## config.mk

```make
export PLATFORM = sky130hd
export DESIGN_NAME = soc_system_sysinfo_qsys
export DESIGN_NICKNAME = d
export VERILOG_FILES = /design/src/rtl/soc_system_sysinfo_qsys.sv
export SDC_FILE = /design/constraint.sdc
export NUM_CORES = 1
export LEC_CHECK = 0
export CORE_MARGIN = 2
export CORE_UTILIZATION = 54
export CTS_CLUSTER_DIAMETER = 100
export DETAILED_ROUTE_END_ITERATION = 10
export HOLD_SLACK_MARGIN = 0.05
export PLACE_DENSITY_LB_ADDON = 0.05
export SLEW_MARGIN = 15
export SYNTH_ARGS = -nofsm -noshare
export SYNTH_HDL_FRONTEND = slang
export SYNTH_SLANG_ARGS = --single-unit
```

## constraint.sdc

```tcl
create_clock -name clock -period 2.38 [get_ports clock]
set_clock_uncertainty 0.05 [all_clocks]
set_input_delay 0.238 -clock clock [delete_from_list [all_inputs] [get_ports clock]]
set_output_delay 0.238 -clock clock [all_outputs]
set_load 0.1 [all_outputs]
```

## src/rtl/soc_system_sysinfo_qsys.sv

```systemverilog
// soc_system_sysinfo_qsys
// System-information slave for the Avalon-MM control fabric. It returns
// build-time identity words and a capability word. It also provides:
//   - a 64-bit free-running cycle counter, with an atomic snapshot of the
//     high word taken whenever the low word is read
//   - a seconds counter, prescaled from the clock frequency
//   - a bank of byte-writable scratch registers
//
// Ports:
//   clock          rising-edge clock
//   reset          synchronous, active-high
//   address        word address (ADDR_W bits)
//   read / write   single-cycle transfer strobes; read wins when both are set
//   writedata      32-bit write data
//   byteenable     write byte lanes
//   readdata       registered read data; holds its value between pulses
//   readdatavalid  one-cycle pulse qualifying readdata
//
// Read timing: a read sampled at edge N captures its value at N, and the
// value is presented with readdatavalid after edge N+1. Because the request
// is still in flight for one extra cycle, a reset in that cycle drops it.

module soc_system_sysinfo_qsys #(
    parameter logic [31:0] SYSTEM_ID   = 32'h0000_0000,
    parameter logic [31:0] TIMESTAMP   = 32'h0000_0000,
    parameter logic [7:0]  VERSION     = 8'd2,
    parameter logic [31:0] CLK_FREQ_HZ = 32'd50_000_000,
    parameter int          NUM_SCRATCH = 4,
    parameter int          ADDR_W      = 4
) (
    input  logic              clock,
    input  logic              reset,
    input  logic [ADDR_W-1:0] address,
    input  logic              read,
    input  logic              write,
    input  logic [31:0]       writedata,
    input  logic [3:0]        byteenable,
    output logic [31:0]       readdata,
    output logic              readdatavalid
);

    localparam int SCR_BASE = 6;

    if (NUM_SCRATCH < 1 || NUM_SCRATCH > 16) begin : g_bad_num_scratch
        $fatal(1, "NUM_SCRATCH must be in 1..16");
    end
    if ((2 ** ADDR_W) < (SCR_BASE + NUM_SCRATCH)) begin : g_bad_addr_w
        $fatal(1, "ADDR_W too small for the register map");
    end
    if (CLK_FREQ_HZ == 32'd0) begin : g_bad_clk_freq
        $fatal(1, "CLK_FREQ_HZ must be at least 1");
    end

    localparam logic [ADDR_W-1:0] A_SYSID = ADDR_W'(0);
    localparam logic [ADDR_W-1:0] A_TSTMP = ADDR_W'(1);
    localparam logic [ADDR_W-1:0] A_CAPS  = ADDR_W'(2);
    localparam logic [ADDR_W-1:0] A_UP_LO = ADDR_W'(3);
    localparam logic [ADDR_W-1:0] A_UP_HI = ADDR_W'(4);
    localparam logic [ADDR_W-1:0] A_SECS  = ADDR_W'(5);

    localparam logic [31:0] CAPS_WORD   = {8'h00, 8'(NUM_SCRATCH), 8'(SCR_BASE), VERSION};
    localparam logic [31:0] PRESCALE_TC = CLK_FREQ_HZ - 32'd1;

    logic [63:0] cycle_cnt;
    logic [31:0] prescale;     // down-counter: reload value PRESCALE_TC, wraps at 0
    logic [31:0] seconds;
    logic [31:0] shadow_hi;
    logic [31:0] scratch [NUM_SCRATCH];

    logic [31:0] rd_mux;
    logic [31:0] rd_data_q;
    logic        rd_pend;
    logic        wr_en;
    logic        clr;

    // A simultaneous read discards the write entirely.
    assign wr_en = write & ~read;
    assign clr   = wr_en & (address == A_UP_LO) & byteenable[0] & writedata[0];

    always_comb begin
        rd_mux = 32'h0;
        case (address)
            A_SYSID: rd_mux = SYSTEM_ID;
            A_TSTMP: rd_mux = TIMESTAMP;
            A_CAPS:  rd_mux = CAPS_WORD;
            A_UP_LO: rd_mux = cycle_cnt[31:0];
            A_UP_HI: rd_mux = shadow_hi;
            A_SECS:  rd_mux = seconds;
            default: begin
                for (int i = 0; i < NUM_SCRATCH; i++) begin
                    if (address == ADDR_W'(SCR_BASE + i)) begin
                        rd_mux = scratch[i];
                    end
                end
            end
        endcase
    end

    // Cycle, prescaler and seconds counters. The prescaler counts down from
    // CLK_FREQ_HZ-1, so reaching zero is the cycle in which a second elapses.
    // A clear always overrides a wrap in the same cycle.
    always_ff @(posedge clock) begin
        if (reset) begin
            cycle_cnt <= 64'h0;
            prescale  <= PRESCALE_TC;
            seconds   <= 32'h0;
        end else if (clr) begin
            cycle_cnt <= 64'h0;
            prescale  <= PRESCALE_TC;
            seconds   <= 32'h0;
        end else begin
            cycle_cnt <= cycle_cnt + 64'd1;
            if (prescale == 32'h0) begin
                prescale <= PRESCALE_TC;
                seconds  <= seconds + 32'd1;
            end else begin
                prescale <= prescale - 32'd1;
            end
        end
    end

    always_ff @(posedge clock) begin
        if (reset) begin
            for (int i = 0; i < NUM_SCRATCH; i++) begin
                scratch[i] <= 32'h0;
            end
        end else if (wr_en) begin
            for (int i = 0; i < NUM_SCRATCH; i++) begin
                if (address == ADDR_W'(SCR_BASE + i)) begin
                    for (int b = 0; b < 4; b++) begin
                        if (byteenable[b]) begin
                            scratch[i][8*b +: 8] <= writedata[8*b +: 8];
                        end
                    end
                end
            end
        end
    end

    // Read pipeline. The snapshot of the high word is taken on the same edge
    // that samples the low word, so a LO-then-HI pair is always coherent.
    always_ff @(posedge clock) begin
        if (reset) begin
            shadow_hi     <= 32'h0;
            rd_data_q     <= 32'h0;
            rd_pend       <= 1'b0;
            readdata      <= 32'h0;
            readdatavalid <= 1'b0;
        end else begin
            rd_pend       <= read;
            readdatavalid <= rd_pend;
            if (read) begin
                rd_data_q <= rd_mux;
                if (address == A_UP_LO) begin
                    shadow_hi <= cycle_cnt[63:32];
                end
            end
            if (rd_pend) begin
                readdata <= rd_data_q;
            end
        end
    end

endmodule

```

==> results of run 1 <==
==> cells in the mapped netlist, drive strengths merged (3+ instances only) <==
| library cell | count |
|---|---|
| a211o | 3 |
| a21oi | 124 |
| a221oi | 4 |
| a222oi | 28 |
| a22oi | 32 |
| a32o | 28 |
| and2 | 133 |
| and3 | 10 |
| and4 | 7 |
| buf | 9 |
| clkbuf | 88 |
| dfxtp | 226 |
| edfxtp | 128 |
| ha | 3 |
| inv | 12 |
| mux2i | 34 |
| nand2 | 185 |
| nand2b | 12 |
| nand3 | 67 |
| nand4 | 36 |
| nor2 | 108 |
| nor2b | 4 |
| nor3 | 37 |
| nor4 | 31 |
| nor4b | 6 |
| nor4bb | 4 |
| o21a | 6 |
| o21ai | 39 |
| o21bai | 16 |
| o31ai | 14 |
| or2 | 7 |
| or3 | 36 |
| or4 | 24 |
| xnor2 | 47 |
| xor2 | 18 |
==> final timing paths <==
path            startpoint       endpoint  slack (ns)  cells after the start
max reg2reg  cycle_cnt[11]  cycle_cnt[42]        0.09                      6
max          cycle_cnt[11]  cycle_cnt[42]        0.09                      6
min reg2reg   shadow_hi[7]   shadow_hi[7]        0.41                      2
min                  reset   readdata[13]        0.09                      2
==> layer usage <==
metal  wire, um  part of all wire, %  global-route usage, %
met1      18600                   46                   38.4
met3       2490                  6.1                   3.93
met4        908                  2.2                   7.66
met5          0                    0                      0
met2      18700                   46                   43.0
==> per-stage QoR <==
step | TNS (ns) | instance area [sq um] | setup slack (ns) | util (%)
floorplan | 0 | 15500 | 0.00582 | -
global placement | 0 | 17700 | 0.0123 | 62.0
detailed placement | -0.407 | 17700 | -0.0364 | 62.0
CTS | 0 | 18900 | 0.000340 | 66.3
global route | -0.0211 | 19000 | -0.00651 | 66.6
finish | 0 | 19000 | 0.0946 | 66.6
==> cell type report <==
| class | count | area [sq um] | share of cell area (%) |
|---|---|---|---|
| clock buffers | 58 | 1100 | 5.78 |
| inverters | 12 | 45.0 | 0.237 |
| repair buffers | 230 | 1980 | 10.4 |
| diodes | 1 | 2.50 | 0.0132 |
| multi-input cells | 1121 | 6870 | 36.2 |
| clock inverters | 10 | 124 | 0.653 |
| flip-flops and latches | 354 | 8370 | 44.1 |
| well taps | 384 | 480 | 2.53 |
==> cells by family after synthesis <==
kind of cell,synth area share (%)
AOI/OAI and AO/OA,12.9
DFF,54.0
buffers and inverters,2.69
and+or+nand+nor,24.3
adders and majority gates,0.242
muxes,2.20
xor gates and xnor gates,3.67
==> worst max-delay path, cell delays in order, from the launching register on <==
cell,delay (ns)
dfxtp_1,0.35
nand3_2,0.13
or4_4,0.55
or4_4,0.50
buf_6,0.16
or3_1,0.34
a21oi_1,0.14
==> flip-flops by register name (all words and copies together), names as in the netlist <==
name / count
prescale: 32
cycle_cnt: 64
rd_data_q: 32
readdatavalid: 1
rd_pend: 1
scratch: 128
seconds: 32
readdata: 32
shadow_hi: 32
==> what timing repair did <==
item | CTS | global route
gates resized for setup | 2 | 18
gates cloned | 0 | 0
pin swaps | 0 | 2
endpoints found under the setup margin | 8 | 23
==> power by group <==
group	internal [W]	leakage [nW]	total [W]	switching [W]
Clock	0.00341	0.595	0.00583	0.00241
Combinational	0.000282	2.91	0.000749	0.000467
Sequential	0.00643	3.05	0.00652	0.0000900
==> reports/qor.txt, run 1 <==
Final GP Congestion: 0.887
Commonest non-fill, non-tap cell in the layout: dfxtp_1
Row count: 62
Iteration-0 DRC Markers: 1129
Drt first pass iters: 6
Mean Syn Cell Area: 9.79 sq um
Max Fclk: 0.438 GHz
Post-Syn Area: 0.0155 sq mm
P&R area growth vs syn: 22.4%
Crit path kind: reg2reg
Antenna Nets Post-Route: 0
Dpl hpwl: 29000 um
Leak Pwr: 6.56 nW
Overall Power: 0.0131 W
DIE WIDTH: 173 um
Synth area leader: dfxtp_1
Yosys top cell area share: 29.2%
Peak supply drop: 0.000527 V
DR vias/cell: 5.87
Ys flop type: dfxtp_1
CTS Buf Count: 38
Fraction of the yosys area taken by sequential cells: 54.0%
Shortest period the worst path allows: 2.29 ns
Hold Slack: 0.0851 ns
Average wire per standard cell: 18.7 um
Drt total wl: 40600 um
Initial antenna violation count: 1
DRC errors left: 0
Final net count: 1804
Synth top area cells: dfxtp_1 (29%), edfxtp_1 (25%), and2_1 (5.3%)
Post-cts hold buffer count: 0
Final cycle utilization of the critical path: 96.0%
TritonCTS Sinks: 354
Largest net degree at the start of global routing: 55
Max Cap Viol: 0
Gate count after technology mapping: 1584
Synth warn: 0
Cells after DPL: 2101
Setup Viol. Count Final: 0
Worst Path Arrival: 2.70 ns
Total core area: 0.0285 sq mm
CTS tree: built
Most frequent cells in the layout: dfxtp_1 (222), nand2_1 (185), buf_4 (174)
Endpoints failing hold: 0
Req. time, crit path: 2.79 ns
Pwr dens: 690 mW/mm^2
Die Y: 173 um
Area of the die: 0.0301 sq mm
Layout cells sized above 1: 15.8%
Fin. max-slew vios: 0
Slew HR: 52.6%
Setup repair bufs after CTS: 0
Net count after synthesis: 1631
Global route total overflow: 0
Outcome: finished clean
CTS root buf: clkbuf_16
Via Count: 12700
Actual slew at the worst max-slew pin: 0.706 ns
Critical path startpoint category: flop
EDFF count, synth: 128
Yosys cell types: 52
Hold Path Class: in2reg
Layout Cells excl Fill: 2170
Initial Utilization: 54.5%
Fill cell count: 2308
Clock slew at reported path FFs: 0.06 ns
Max FO, Critical Path: 11
Async SR Flop Fraction: 0%
CTS max path bufs: 3
Ports: 77
Clk_lat worst skew: 0.53 ns
First-pass GRT wire length: 65300 um
CP Capture Type: flop
Number of H-tree levels: 2
GRT Overall Usage: 27.0%
I/O Buffers: 76
#FFs+latches synth: 354
Vias in the first global route: 12100
No activity file was read; power rests on OpenSTA's default activity.
==> run 2: changes to the inputs <==
- CORE_UTILIZATION: 54 -> 30
- clock period: 2.38 -> 2.6 ns (I/O delays scaled with it)
==> reports/qor.txt, run 2 (synthesis gave the netlist of run 1 again) <==
Die Y: 231 um
Combinational share of power: 5.5%
P&R area growth vs syn: 24.4%
Largest net degree at the start of global routing: 45
Via Count: 12300
Reg2Reg Setup Slack: 0.12 ns
Fill cell count: 5160
CP Capture Type: flop
Clock Power Share: 47.1%
Final net count: 1790
Commonest non-fill, non-tap cell in the layout: dfxtp_1
Final cycle utilization of the critical path: 95.2%
Total Neg Setup Slack: 0 ns
Crit path kind: reg2reg
Leak Pwr: 6.52 nW
Initial antenna violation count: 0
Hold Path Class: reg2reg
Max FFs per register: 128
Slew HR: 47.6%
Layout cells sized above 1: 14.2%
Max Cap Viol: 0
Delay-heaviest family, CP: simple AND/OR/NAND/NOR gates
I/O Buffers: 76
Clock slew at reported path FFs: 0.06 ns
Hold Slack: 0.345 ns
Final GP Congestion: 0.795
First-pass GRT wire length: 73500 um
DRC errors left: 0
Average wire per standard cell: 19.0 um
Crit-path cells: nand3_2 > or4_1 > or4_1 > buf_4 > or3_1 > a21oi_1
DR vias/cell: 5.00
Biggest regs: scratch: 128 flops, cycle_cnt: 64 flops
Number of H-tree levels: 2
Global route total overflow: 0
Psw: 0.00301 W
CTS tree: built
Buf/Inv on CP: 1
Max FO, Critical Path: 11
Max Fclk: 0.404 GHz
CP max stage delay: 0.60 ns
Biggest register: scratch
Total core area: 0.0512 sq mm
Req. time, crit path: 3.04 ns
Critical path startpoint category: flop
Dpl hpwl: 33900 um
Fin. max-slew vios: 0
Endpoints failing hold: 0
Initial Utilization: 30.3%
CTS Buf Count: 44
RSZ-0062 raised after global routing: false
DIE WIDTH: 231 um
Actual slew at the worst max-slew pin: 0.784 ns
Worst Path Arrival: 2.92 ns
TritonCTS Sinks: 354
Setup repair bufs after CTS: 0
Iteration-0 DRC Markers: 795
Switching share of power: 23.8%
Shortest period the worst path allows: 2.48 ns
Drt total wl: 46700 um
Antenna cells: 0
Area of the die: 0.0535 sq mm
Cells after DPL: 2376
CTS root buf: clkbuf_16
Worst path slowest cell: or4_1
Row count: 83
Most frequent cells in the layout: dfxtp_1 (225), nand2_1 (185), buf_4 (156)
Int Power: 0.00961 W
Outcome: finished clean
Clk_lat worst skew: 0.58 ns
Vias in the first global route: 12200
Setup Viol. Count Final: 0
Pwr dens: 655 mW/mm^2
Ports: 77
Layout Cells excl Fill: 2456
Crit path top cell by count: or4_1
Register share of total power: 47.3%
Drt first pass iters: 7
Peak supply drop: 0.000414 V
GRT Overall Usage: 17.6%
Antenna Nets Post-Route: 0
CTS max path bufs: 3
## run 2: changes by cell type in the layout (fill, tap and decap cells not counted), sizes merged
cell         change
clkinv           +6
clkbuf           +5
dlygate4sd3      +1
diode            -1
clkinvlp         +1
bufinv           -1
buf             -21
## run 2: worst register-to-register path, cell delays in order (launching register included)
cell and delay [ns]:
dfxtp_1 0.39, nand3_2 0.13, or4_1 0.60, or4_1 0.52, buf_4 0.20, or3_1 0.35, a21oi_1 0.15
## run 2: metal layers
layer / global-route usage [%] / routed length, um
met5: 0 / 0
met4: 4.68 / 829
met3: 2.53 / 1730
met2: 28.2 / 21400
met1: 24.8 / 22700
## run 2: power by group through the flow
stage / registers, W / clock network [W] / logic (W)
2_1_floorplan: 0.00612 / 0 / 0.000313
3_3_place_gp: 0.00610 / 0 / 0.000707
3_5_place_dp: 0.00609 / 0 / 0.000710
4_1_cts: 0.00597 / 0.00615 / 0.000713
5_1_grt: 0.00599 / 0.00637 / 0.000763
6_report: 0.00597 / 0.00595 / 0.000701
## run 2: area by class of cell
type	instances	area, sq um	share of cell area (%)
well taps	680	851	4.41
multi-input cells	1121	6810	35.3
repair buffers	210	1820	9.45
clock buffers	63	1250	6.50
flip-flops and latches	354	8370	43.4
inverters	12	45.0	0.234
clock inverters	16	138	0.714
## run 2: final timing paths
kind	startpoint	endpoint	cells after the start
worst min-delay path	prescale[0]	prescale[0]	1
worst max register to register	cycle_cnt[11]	cycle_cnt[38]	6
worst max-delay path	cycle_cnt[11]	cycle_cnt[38]	6
worst min register to register	prescale[0]	prescale[0]	1
## run 2: metrics by stage
step	utilization [%]	power [W]	setup slack (ns)	instance area (sq um)
after floorplan	-	0.00643	0.212	15500
after global placement	34.9	0.00680	0.0199	17900
after detailed placement	34.9	0.00680	0.0351	17900
after CTS	37.6	0.0128	0.0458	19300
after global routing	37.7	0.0131	0.0296	19300
final	37.7	0.0126	0.125	19300
## run 2: timing repair
item / in CTS / in global routing
endpoints found under the hold margin: 7 / 0
endpoints found under the setup margin: 0 / 12
gates resized for setup: 0 / 3
hold buffers: 1 / 0
